## config.mk

```make
export PLATFORM = sky130hd
export DESIGN_NAME = buttons_debouncer
export DESIGN_NICKNAME = d
export VERILOG_FILES = /design/src/rtl/buttons_debouncer.sv
export SDC_FILE = /design/constraint.sdc
export NUM_CORES = 1
export LEC_CHECK = 0
export ABC_AREA = 1
export CAP_MARGIN = 25
export CORE_ASPECT_RATIO = 0.75
export CORE_UTILIZATION = 45
export CTS_CLUSTER_DIAMETER = 150
export CTS_CLUSTER_SIZE = 10
export DETAILED_ROUTE_END_ITERATION = 10
export GPL_ROUTABILITY_DRIVEN = 0
export PLACE_DENSITY = 0.74
export RECOVER_POWER = 50
export SLEW_MARGIN = 20
export SYNTH_ARGS = -nofsm -noshare
export SYNTH_HDL_FRONTEND = slang
export SYNTH_SLANG_ARGS = --single-unit
```

## constraint.sdc

```tcl
create_clock -name clk -period 3.57 [get_ports clk]
set_input_delay 0.714 -clock clk [delete_from_list [all_inputs] [get_ports clk]]
set_output_delay 0.714 -clock clk [all_outputs]
set_load 0.01 [all_outputs]
```

## src/rtl/buttons_debouncer.sv

```systemverilog
// Four-channel push-button conditioner: 2-FF sync, polarity normalisation and a
// per-channel counter debounce FSM producing a clean level plus press/release pulses.

module buttons_debouncer_lane #(
  parameter int STABLE_CYCLES = 500000,
  parameter int CNT_WIDTH     = 20
) (
  input  logic clk,
  input  logic rst,
  input  logic sample_i,
  output logic btn_o,
  output logic pressed_o,
  output logic released_o
);
  typedef enum logic [1:0] {IDLE, PRESS_WAIT, HELD, RELEASE_WAIT} state_e;

  // The edge that leaves IDLE/HELD already sees the new level, so it counts as the
  // first stable cycle; the terminal count is therefore one short of STABLE_CYCLES-1.
  localparam logic [CNT_WIDTH-1:0] CNT_LAST = CNT_WIDTH'(STABLE_CYCLES - 2);

  state_e               state_q, state_d;
  logic [CNT_WIDTH-1:0] cnt_q, cnt_d;
  logic                 btn_q, btn_d;
  logic                 pressed_q, pressed_d;
  logic                 released_q, released_d;

  always_ff @(posedge clk or posedge rst) begin
    if (rst) begin
      state_q    <= IDLE;
      cnt_q      <= '0;
      btn_q      <= 1'b0;
      pressed_q  <= 1'b0;
      released_q <= 1'b0;
    end else begin
      state_q    <= state_d;
      cnt_q      <= cnt_d;
      btn_q      <= btn_d;
      pressed_q  <= pressed_d;
      released_q <= released_d;
    end
  end

  always_comb begin
    state_d    = state_q;
    cnt_d      = cnt_q;
    btn_d      = btn_q;
    pressed_d  = 1'b0;
    released_d = 1'b0;
    unique case (state_q)
      IDLE: begin
        btn_d = 1'b0;
        if (sample_i) begin
          state_d = PRESS_WAIT;
          cnt_d   = '0;
        end
      end
      PRESS_WAIT: begin
        if (!sample_i) begin
          state_d = IDLE;
          cnt_d   = '0;
        end else if (cnt_q == CNT_LAST) begin
          state_d   = HELD;
          btn_d     = 1'b1;
          pressed_d = 1'b1;
        end else begin
          cnt_d = cnt_q + 1'b1;
        end
      end
      HELD: begin
        btn_d = 1'b1;
        if (!sample_i) begin
          state_d = RELEASE_WAIT;
          cnt_d   = '0;
        end
      end
      RELEASE_WAIT: begin
        if (sample_i) begin
          state_d = HELD;
          cnt_d   = '0;
        end else if (cnt_q == CNT_LAST) begin
          state_d    = IDLE;
          btn_d      = 1'b0;
          released_d = 1'b1;
        end else begin
          cnt_d = cnt_q + 1'b1;
        end
      end
      default: begin
        state_d = IDLE;
        cnt_d   = '0;
        btn_d   = 1'b0;
      end
    endcase
  end

  assign btn_o      = btn_q;
  assign pressed_o  = pressed_q;
  assign released_o = released_q;
endmodule

module buttons_debouncer #(
  parameter int STABLE_CYCLES = 500000,
  parameter int CNT_WIDTH     = 20,
  parameter bit ACTIVE_LOW    = 1'b1
) (
  input  logic       clk,
  input  logic       rst,
  input  logic [3:0] raw_btn_i,
  output logic [3:0] btn_o,
  output logic [3:0] pressed_o,
  output logic [3:0] released_o
);
  localparam int         NUM_BTN  = 4;
  localparam logic [3:0] IDLE_LVL = ACTIVE_LOW ? 4'hF : 4'h0;

  logic [NUM_BTN-1:0] s1_q, s2_q, sample;

  // Sync stages reset to the released pin level so reset release produces no pulse.
  always_ff @(posedge clk or posedge rst) begin
    if (rst) begin
      s1_q <= IDLE_LVL;
      s2_q <= IDLE_LVL;
    end else begin
      s1_q <= raw_btn_i;
      s2_q <= s1_q;
    end
  end

  assign sample = s2_q ^ IDLE_LVL;

  for (genvar i = 0; i < NUM_BTN; i++) begin : g_lane
    buttons_debouncer_lane #(
      .STABLE_CYCLES(STABLE_CYCLES),
      .CNT_WIDTH    (CNT_WIDTH)
    ) u_lane (
      .clk       (clk),
      .rst       (rst),
      .sample_i  (sample[i]),
      .btn_o     (btn_o[i]),
      .pressed_o (pressed_o[i]),
      .released_o(released_o[i])
    );
  end
endmodule

```

# --- Word level (Yosys, flattened, before mapping) ---
# Index checks and enable logic that the tools add are counted.
op_classes:
  n_addsub: 4
  eq_ne: 48
  muxes: 92
  n_bitwise: 1
  n_reduce_logical: 16
op_table:
  columns: ["op", "count"]
  rows:
  - ["two-way mux 20 bit", 20]
  - ["one-hot mux 20 bit (4 select lines)", 4]
  - ["adder 20 x 1 -> 20 bit (second input constant)", 4]
  - ["equality test 20 x 19 -> 1 bit (second input constant)", 4]
  - ["two-way mux 2 bit", 24]
  - ["two-way mux 1 bit", 36]
  - ["inequality test 2 bit (second input constant)", 16]
  - ["one-hot mux 2 bit (4 select lines)", 4]
  - ["AND reduction 4 bit", 8]
  - ["inequality test 3 x 2 -> 1 bit (second input constant)", 8]
  - ["equality test 2 bit (second input constant)", 8]
  - ["inequality test 2 x 1 -> 1 bit (second input constant)", 8]
  - ["one-hot mux 1 bit (4 select lines)", 4]
  - ["equality test 2 x 1 -> 1 bit (second input constant)", 4]
  - ["zero test 2 bit", 4]
  - ["AND reduction 2 bit", 4]
  - ["inverter 4 bit", 1]
word_totals:
  ff_bits: 108
  input_bits: 6
  out_inout_bits: 12

# --- Logic depth before layout (Yosys ltp) ---
# Gate-level depths: netlist of the first run.
logic_depth:
  depth_word: 4
  mapped_depth: 13

# --- Hierarchy ---
# Synthesis of the first run repeated with hierarchy kept, for this count alone.
hier_totals:
  hier_cells: 1100
  area_unflattened_um2: 7541.0
by_module_without_submodules:
  columns: ["module", "instances", "cells_per_inst", "area_each_um2", "seq_area_each_um2"]
  rows:
  - ["buttons_debouncer_lane at g_lane[1].u_lane ...", 2, 263, 1789.2, 625.6]
  - ["buttons_debouncer_lane at g_lane[3].u_lane", 1, 292, 1903.1, 625.6]
  - ["buttons_debouncer_lane at g_lane[0].u_lane", 1, 269, 1830.5, 625.6]
  - ["buttons_debouncer", 1, 13, 229.0, 210.2]

# --- Worst setup path after synthesis of the first run ---
# No wires, ideal clock.
synth_path:
  path_kind: "flip-flop to flip-flop"
  startpoint: "register g_lane[0].u_lane.state_q[0]"
  endpoint: "register g_lane[0].u_lane.cnt_q[15]"
  setup_time_ns: 0.123
  arrival_time_ns: 1.535
  setup_slack_ns: 1.913
  path_stages_with_launch: 10
  period_less_slack_ns: 1.657
  cell_sequence: "dfrtp_1 inv_1 ha_1 or2_1 o21ai_2 inv_2 or2_1 buf_2 nand2_1 nor2_1"
synth_via:
  elab_chain_cells: 3
  word_cells_on_any_way: 8
  classes_between: "5 x eq/ne; 1 x mux; 2 x reduce/logical"
synth_lines:
  columns: ["element", "line", "source"]
  rows:
  - ["from (decl)", "21", "state_e state_q, state_d;"]
  - ["from (signal assigned)", "35", "state_q <= state_d;"]
  - ["equality test 2 bit / zero test 2 bit (equally long branches)", "49", "unique case (state_q)"]
  - ["inequality test 2 bit (no line)", null, null]
  - ["AND reduction 2 bit (no line)", null, null]
  - ["to (signal assigned)", "36", "cnt_q <= cnt_d;"]
  - ["to (decl)", "22", "logic [CNT_WIDTH-1:0] cnt_q, cnt_d;"]
# Several ways; a longest one is shown, not always the timed one.
# A chain may end at the register's enable or synchronous reset.

# --- Worst setup path in the final report of the first run ---
layout_path:
  startpoint: "register s2_q[1]"
  endpoint: "register g_lane[1].u_lane.cnt_q[2]"
layout_via:
  elab_chain_cells: 3
  word_cells_on_any_way: 7
  classes_between: "2 x eq/ne; 3 x mux; 1 x bitwise; 1 x reduce/logical"
layout_lines:
  columns: ["element", "line", "source"]
  rows:
  - ["from (decl)", "116", "logic [NUM_BTN-1:0] s1_q, s2_q, sample;"]
  - ["from (signal assigned)", "125", "s2_q <= s1_q;"]
  - ["inverter 4 bit (no line) *", null, null]
  - ["two-way mux 20 bit (tied with other cells)", "77", "if (sample_i) begin"]
  - ["one-hot mux 20 bit (4 select lines) / AND reduction 2 bit (equally long branches)", null, null]
  - ["to (signal assigned)", "36", null]
  - ["to (decl)", "22", null]
# Mark *: on every way between the ends. The rest lies on a longest branch, timed or not.

==> results of run 1 <==
sequential cells by signal (all words and copies together), names as in the netlist, named ones only:
register / count
g_lane.u_lane.cnt_q: 80
g_lane.u_lane.state_q: 4
s1_q: 4
g_lane.u_lane.released_o: 4
s2_q: 4
g_lane.u_lane.btn_o: 4
g_lane.u_lane.pressed_o: 4
path summary, 6_finish.rpt:
kind                          from                        end  depth (start not counted)
max in group asynchronous      rst  g_lane[0].u_lane.cnt_q[0]                          3
setup reg to reg           s2_q[1]  g_lane[1].u_lane.cnt_q[2]                          7
setup / recovery           s2_q[1]  g_lane[1].u_lane.cnt_q[2]                          7
hold reg to reg            s1_q[3]                    s2_q[3]                          0
min in group asynchronous      rst  g_lane[2].u_lane.cnt_q[3]                          3
hold / removal             s1_q[3]                    s2_q[3]                          0
final cells by class:
| cell class | count | share of cell area |
|---|---|---|
| inverter | 131 | 0.0659 |
| tap | 200 | 0.0334 |
| clock buffer | 10 | 0.0319 |
| multi-input combinational | 732 | 0.476 |
| clock inverter | 6 | 0.00635 |
| timing repair buffer | 18 | 0.0237 |
| sequential | 108 | 0.362 |
cells in the mapped netlist:
library cell  number
a21oi_1           12
buf_2             11
buf_4             16
clkbuf_1           3
dfrtp_1          100
dfstp_2            8
ha_1              24
inv_1            124
inv_2              7
mux2i_1            1
nand2_1          277
nand2_2            2
nand3_1           71
nand3_2            2
nand3b_1           2
nand4_1           58
nor2_1           141
nor2_2             4
nor3_1            27
nor3b_1           10
o21ai_0           58
o21ai_1            6
o21ai_2            8
o21ai_4            1
o21bai_1           9
o22ai_1            2
or2_0              1
or2_1              3
xnor2_1            3
xor2_1            10
through the flow:
stage	setup slack [ns]	utilization
global route	0.999	0.506
floorplan	0.0236	-
global placement	1.40	0.488
detailed placement	1.31	0.488
CTS	1.31	0.507
finish	1.29	0.506
cell usage in the layout (no fill, tap or decap), types with 2 or more instances in the layout:
master and count:
a21oi_1 12, clkbuf_16 9, clkdlybuf4s50_1 12, clkinv_4 2, dfrtp_1 100, dfstp_2 8, dlygate4sd3_1 5, ha_1 24
inv_1 123, inv_2 7, inv_6 2, nand2_1 277, nand2_2 2, nand3_1 71, nand3_2 2, nand3b_1 2
nand4_1 58, nor2_1 141, nor2_2 4, nor3_1 27, nor3b_1 10, o21ai_0 58, o21ai_1 6, o21ai_2 8
o21bai_1 9, o22ai_1 2, or2_1 3, xnor2_1 3, xor2_1 10
routing by layer:
metal / vias to the layer above / part of all wire / wire length [um] / GRT usage
met2: 163 / 0.42 / 6370 / 0.314
met1: 2933 / 0.52 / 8000 / 0.299
li1: 3213 / - / - / -
met4: 0 / 0.0095 / 145 / 0.0534
met3: 10 / 0.053 / 817 / 0.0361
met5: - / 0 / 0 / 0
kinds of logic (layout without fill, tap and decap cells):
logic type	Yosys count	in the layout	share of synthesized area
and+or+nand+nor	598	598	0.373
adders and majority gates	24	24	0.0432
AOI/OAI and AO/OA	96	96	0.0786
xor gates and xnor gates	13	13	0.0164
DFF	108	108	0.390
muxes	1	1	0.00144
buffers and inverters	161	165	0.0975
report_power, final:
group          leakage (uW)  total [uW]  internal (uW)  switching (uW)
Clock              0.000139         982            499             483
Combinational       0.00188        1190            356             832
Sequential          0.00145        1490           1350             134
worst reg2reg max path: stages (launching register included):
cell	delay, ns
dfstp_2	0.67
inv_2	0.13
or2_1	0.23
o21ai_2	0.24
inv_2	0.18
or2_0	0.49
nand2_1	0.18
nor2_1	0.05
==> key figures, run 1 <==
Outcome
  • Status: complete, no violations

Floorplanning
  • Die X: 146 um
  • Starting density of the core: 0.470
  • Die Area: 0.0160 mm^2
  • Ports: 18
  • Die Ht: 110 um
  • Core Region: 0.0148 mm^2
  • Row count: 38

Placed design
  • Port buffer count: 17
  • Post-DP HPWL: 11.0 mm
  • Cell count after placement: 1189
  • Post-DP Area: 0.00721 mm^2

Clock tree
  • Hold-fix buffers, CTS: 0
  • Post-cts resize count: 0
  • Post-CTS Setup Repair Bufs: 0
  • Clk_lat worst skew: 0.36 ns
  • CTS tree: yes
  • CTS max path bufs: 2
  • Num CTS Buffers: 9
  • Worst-path clk slew: 0.07 ns
  • CTS Sinks: 108
  • Clk root buf: clkbuf_16
  • H-tree levels: 3

Finish
  • Area delta synth->final: 7.61%
  • Design area: 0.00749 mm^2
  • Post-layout net count: 1030
  • Final cell count without fillers: 1205
  • Multi-input gate area: 0.00357 mm^2
  • Register area: 0.00271 mm^2
  • Share of cells above drive strength 1: 0.0498
  • Fillers: 1422
  • ANT cells: 0

Timing
  • Slew Viols, Final: 0
  • Final setup viols: 0
  • Max_slew headroom: 0.0233
  • Final Hold Violating Endpoints: 0
  • Setup TNS: 0 ns
  • Skew final: 0.00944 ns
  • Least-Margin Pin Slew: 1.47 ns
  • Min Tclk post-route: 2.28 ns
  • Hold WS: 0.358 ns
  • Ratio of final minimum period to clock period: 0.638
  • Upper clock frequency limit: 0.439 GHz
  • RSZ-0062 raised after global routing: no

Synthesis
  • Avg Inst Size Synth: 6.95 um^2
  • Unique cell type count in the Yosys netlist: 30
  • Syn_nets: 1031
  • Synth area leaders: dfrtp_1 (36%), nand2_1 (15%), nor2_1 (7.6%), inv_1 (6.7%), nand4_1 (5.2%)
  • Mapped Area: 0.00696 mm^2
  • Synth top area share: 0.360
  • Synth area leader: dfrtp_1
  • Seq cells post-synth: 108
  • Synth Warn #: 0
  • Sequential fraction of the synthesis area: 0.390
  • Gate count of the mapped netlist: 1001

Setup path
  • Crit path buf inv count: 2
  • Crit start category: flip-flop
  • WP data required: 3.82 ns
  • Critical setup path kind: flip-flop to flip-flop
  • Max incr delay on CP: 0.67 ns
  • CP most frequent cell: inv_2
  • Crit-path cells: inv_2 > or2_1 > o21ai_2 > inv_2 > or2_0 > nand2_1 > nor2_1
  • Family with the most delay on the worst path: simple AND/OR/NAND/NOR gates
  • CP Data Arrival Time: 2.53 ns
  • R2R setup slack: 1.29 ns
  • Slowest CP cell: dfstp_2
  • CP max FO: 14
  • Worst Setup End Kind: flip-flop

Pwr
  • Leak: 0.00347 uW
  • Peak supply drop: 301 uV
  • Total power: 3660 uW
  • Power per Cell Area: 489 mW/mm^2

Global routing
  • Initial antenna violation count: 0
  • Overall Global Routing Usage: 0.205
  • Vias in the first global route: 5663
  • Largest net degree at the start of global routing: 109
  • Total congestion overflow: 0
  • First-pass GRT wire length: 26.7 mm

Routing
  • Routed Antenna Nets: 0
  • WL/cell: 12.7 um
  • Routed WL: 15.3 mm
  • # DRC: 0
  • Drt first-iter violations: 594
  • Routed vias: 6319
  • Pre-antenna DRT Iters: 5
  • Vias/cell: 5.24

Job
  • Max Cap Viol: 0

Hold path
  • HP Class: flip-flop to flip-flop
Note: power is estimated with default switching activity, not from simulation.
==> run 2: changes to the inputs <==
clock period = 1.9 ns   (was 3.57 ns; I/O delays follow)
==> run 2 against run 1 <==
  * Clock power grew 100%
  * Sequential cell count stayed put
  * Worst setup slack got worse by 1.2 ns
  * Via count increased by 3.2%
  * Hold slack is essentially flat
  * Routed wire length is 6.2% higher
  * Count of clock-buffer cells in the layout unchanged
  * Non-clock buffer count grew 47
  * Clock skew rose by 0.0020 ns
  * Fmax rose by 26%
  * Sequential power up 87%
  * Power grew 110%
  * Critical path type unchanged
  * Critical endpoint is now g_lane[0].u_lane.state_q[0]
==> key figures, run 2 (same netlist as run 1, synthesis figures left out) <==
Floorplanning
  • Core Region: 0.0148 mm^2
  • Die Area: 0.0160 mm^2
  • Starting density of the core: 0.470
  • Die Ht: 110 um
  • Row count: 38
  • Ports: 18
  • Die X: 146 um

Setup path
  • R2R depth: 9
  • Crit start category: flip-flop
  • Worst R2R End: g_lane[0].u_lane.state_q[0]
  • Critical setup path kind: flip-flop to flip-flop
  • Slowest CP cell: dfrtp_1
  • Critical R2R Launch: g_lane[0].u_lane.state_q[0]
  • R2R setup slack: 0.09 ns
  • WP data required: 2.17 ns
  • CP max FO: 9
  • Worst Setup End Kind: flip-flop
  • Max incr delay on CP: 0.42 ns
  • Crit path buf inv count: 3
  • CP Data Arrival Time: 2.08 ns
  • Crit-path cells: inv_1 > ha_1 > or2_1 > o21ai_4 > inv_2 > buf_4 > a21oi_2 > o21ai_0 > o21ai_0
  • CP most frequent cell: o21ai_0
  • Family with the most delay on the worst path: compound AO/OA/AOI/OAI gates

Pwr
  • Peak supply drop: 688 uV
  • Leak: 0.00371 uW
  • Total power: 7630 uW
  • Power per Cell Area: 961 mW/mm^2

Clock tree
  • Num CTS Buffers: 9
  • H-tree levels: 3
  • CTS tree: yes
  • Hold-fix buffers, CTS: 0
  • Clk root buf: clkbuf_16
  • CTS Sinks: 108
  • Clk_lat worst skew: 0.36 ns
  • CTS max path bufs: 2
  • Worst-path clk slew: 0.08 ns

Timing
  • Final worst slack: 0.0941 ns
  • Skew final: 0.0114 ns
  • Final setup viols: 0
  • Final Hold Violating Endpoints: 0
  • Setup TNS: 0 ns
  • Ratio of final minimum period to clock period: 0.950
  • Max_slew headroom: 0.311
  • Least-Margin Pin Slew: 1.03 ns
  • Slew Viols, Final: 0
  • Min Tclk post-route: 1.81 ns
  • Upper clock frequency limit: 0.554 GHz

Finish
  • Share of cells above drive strength 1: 0.105
  • Max reg flops: 80
  • Post-layout net count: 1077
  • Reg with most FFs: g_lane.u_lane.cnt_q
  • Area delta synth->final: 14.2%
  • Most common cell after layout, fill and taps aside: nand2_1
  • Commonest non-fill, non-tap cells in the layout: nand2_1 (276), nor2_1 (138), inv_1 (121)
  • ANT cells: 0

Routing
  • # DRC: 0
  • Routed Antenna Nets: 0
  • Routed vias: 6520
  • Drt first-iter violations: 548
  • Pre-antenna DRT Iters: 5
  • WL/cell: 13.0 um
  • Vias/cell: 5.21
  • Routed WL: 16.3 mm

Global routing
  • First-pass GRT wire length: 27.9 mm
  • Total congestion overflow: 0
  • Initial antenna violation count: 0
  • Overall Global Routing Usage: 0.214
  • Largest net degree at the start of global routing: 67
  • Vias in the first global route: 5849

Hold path
  • Worst Hold End: s2_q[3]
  • Hold Path Stages: 0
  • Worst hold start: s1_q[3]
  • HP Class: flip-flop to flip-flop

Placed design
  • Post-DP HPWL: 11.6 mm
  • Dpl ws: 0.0492 ns
  • Port buffer count: 17

Outcome
  • Status: complete, no violations

Job
  • Max Cap Viol: 0
run 2: cell types whose count changed in the layout (fill, tap and decap cells not counted), moves of 2 or more:
cell / previous run / this run
a21oi_1: 12 / 10
buf_4: 0 / 44
dfrtp_1: 100 / 98
dfrtp_2: 0 / 2
inv_1: 123 / 121
inv_2: 7 / 9
nand2_4: 0 / 2
nor2_1: 141 / 138
nor2_2: 4 / 7
o21ai_0: 58 / 56
o21ai_4: 1 / 3
run 2: area by class of cell:
type                    instances  area (um^2)
repair buffers                 65          541
multi-input cells             732         3630
well taps                     200          250
inverters                     131          493
clock inverters                 6         71.3
flip-flops and latches        108         2720
clock buffers                  10          239
fillers                      1396         6850
run 2: worst max-delay path by stage:
stage / startpoint / to / slack, ns / cells after the start
detailed placement: g_lane[0].u_lane.state_q[0] / g_lane[0].u_lane.state_q[0] / 0.05 / 9
finish: g_lane[0].u_lane.state_q[0] / g_lane[0].u_lane.state_q[0] / 0.09 / 9
CTS: g_lane[0].u_lane.state_q[0] / g_lane[0].u_lane.state_q[0] / 0.03 / 9
floorplan: rst / asynchronous set/reset pin / 0.23 / 1
global placement: g_lane[0].u_lane.state_q[0] / g_lane[0].u_lane.state_q[0] / 0.09 / 9
global route: g_lane[0].u_lane.cnt_q[0] / g_lane[0].u_lane.cnt_q[2] / -0.02 / 12
run 2: power breakdown:
| group | leakage [uW] | internal [uW] | switching, uW |
|---|---|---|---|
| Clock | 0.000145 | 1070 | 921 |
| Sequential | 0.00145 | 2550 | 242 |
| Combinational | 0.00212 | 1100 | 1750 |
| Total | 0.00371 | 4720 | 2910 |
run 2: routing by layer:
metal	track usage	routed length, um
met2	0.316	6840
met1	0.315	8280
met3	0.0448	998
met5	0	0
met4	0.0617	174
run 2: stage by stage:
step | hold slack, ns | area (um^2) | instances | util
finish | 0.358 | 7940 | 1252 | 0.537
global route | 0.361 | 7940 | 1252 | 0.537
CTS | 0.358 | 7790 | 1237 | 0.527
detailed placement | 0.347 | 7480 | 1221 | 0.506
global placement | 0.346 | 7480 | 1221 | 0.506
floorplan | 0.345 | 6960 | 1001 | -
run 2: repair_timing:
item                                    4_1_cts  5_1_grt
resized for setup                             0       22
endpoints found under the setup margin        0       43
hold endpoints to repair                      0        0
setup buffers                                 0       15
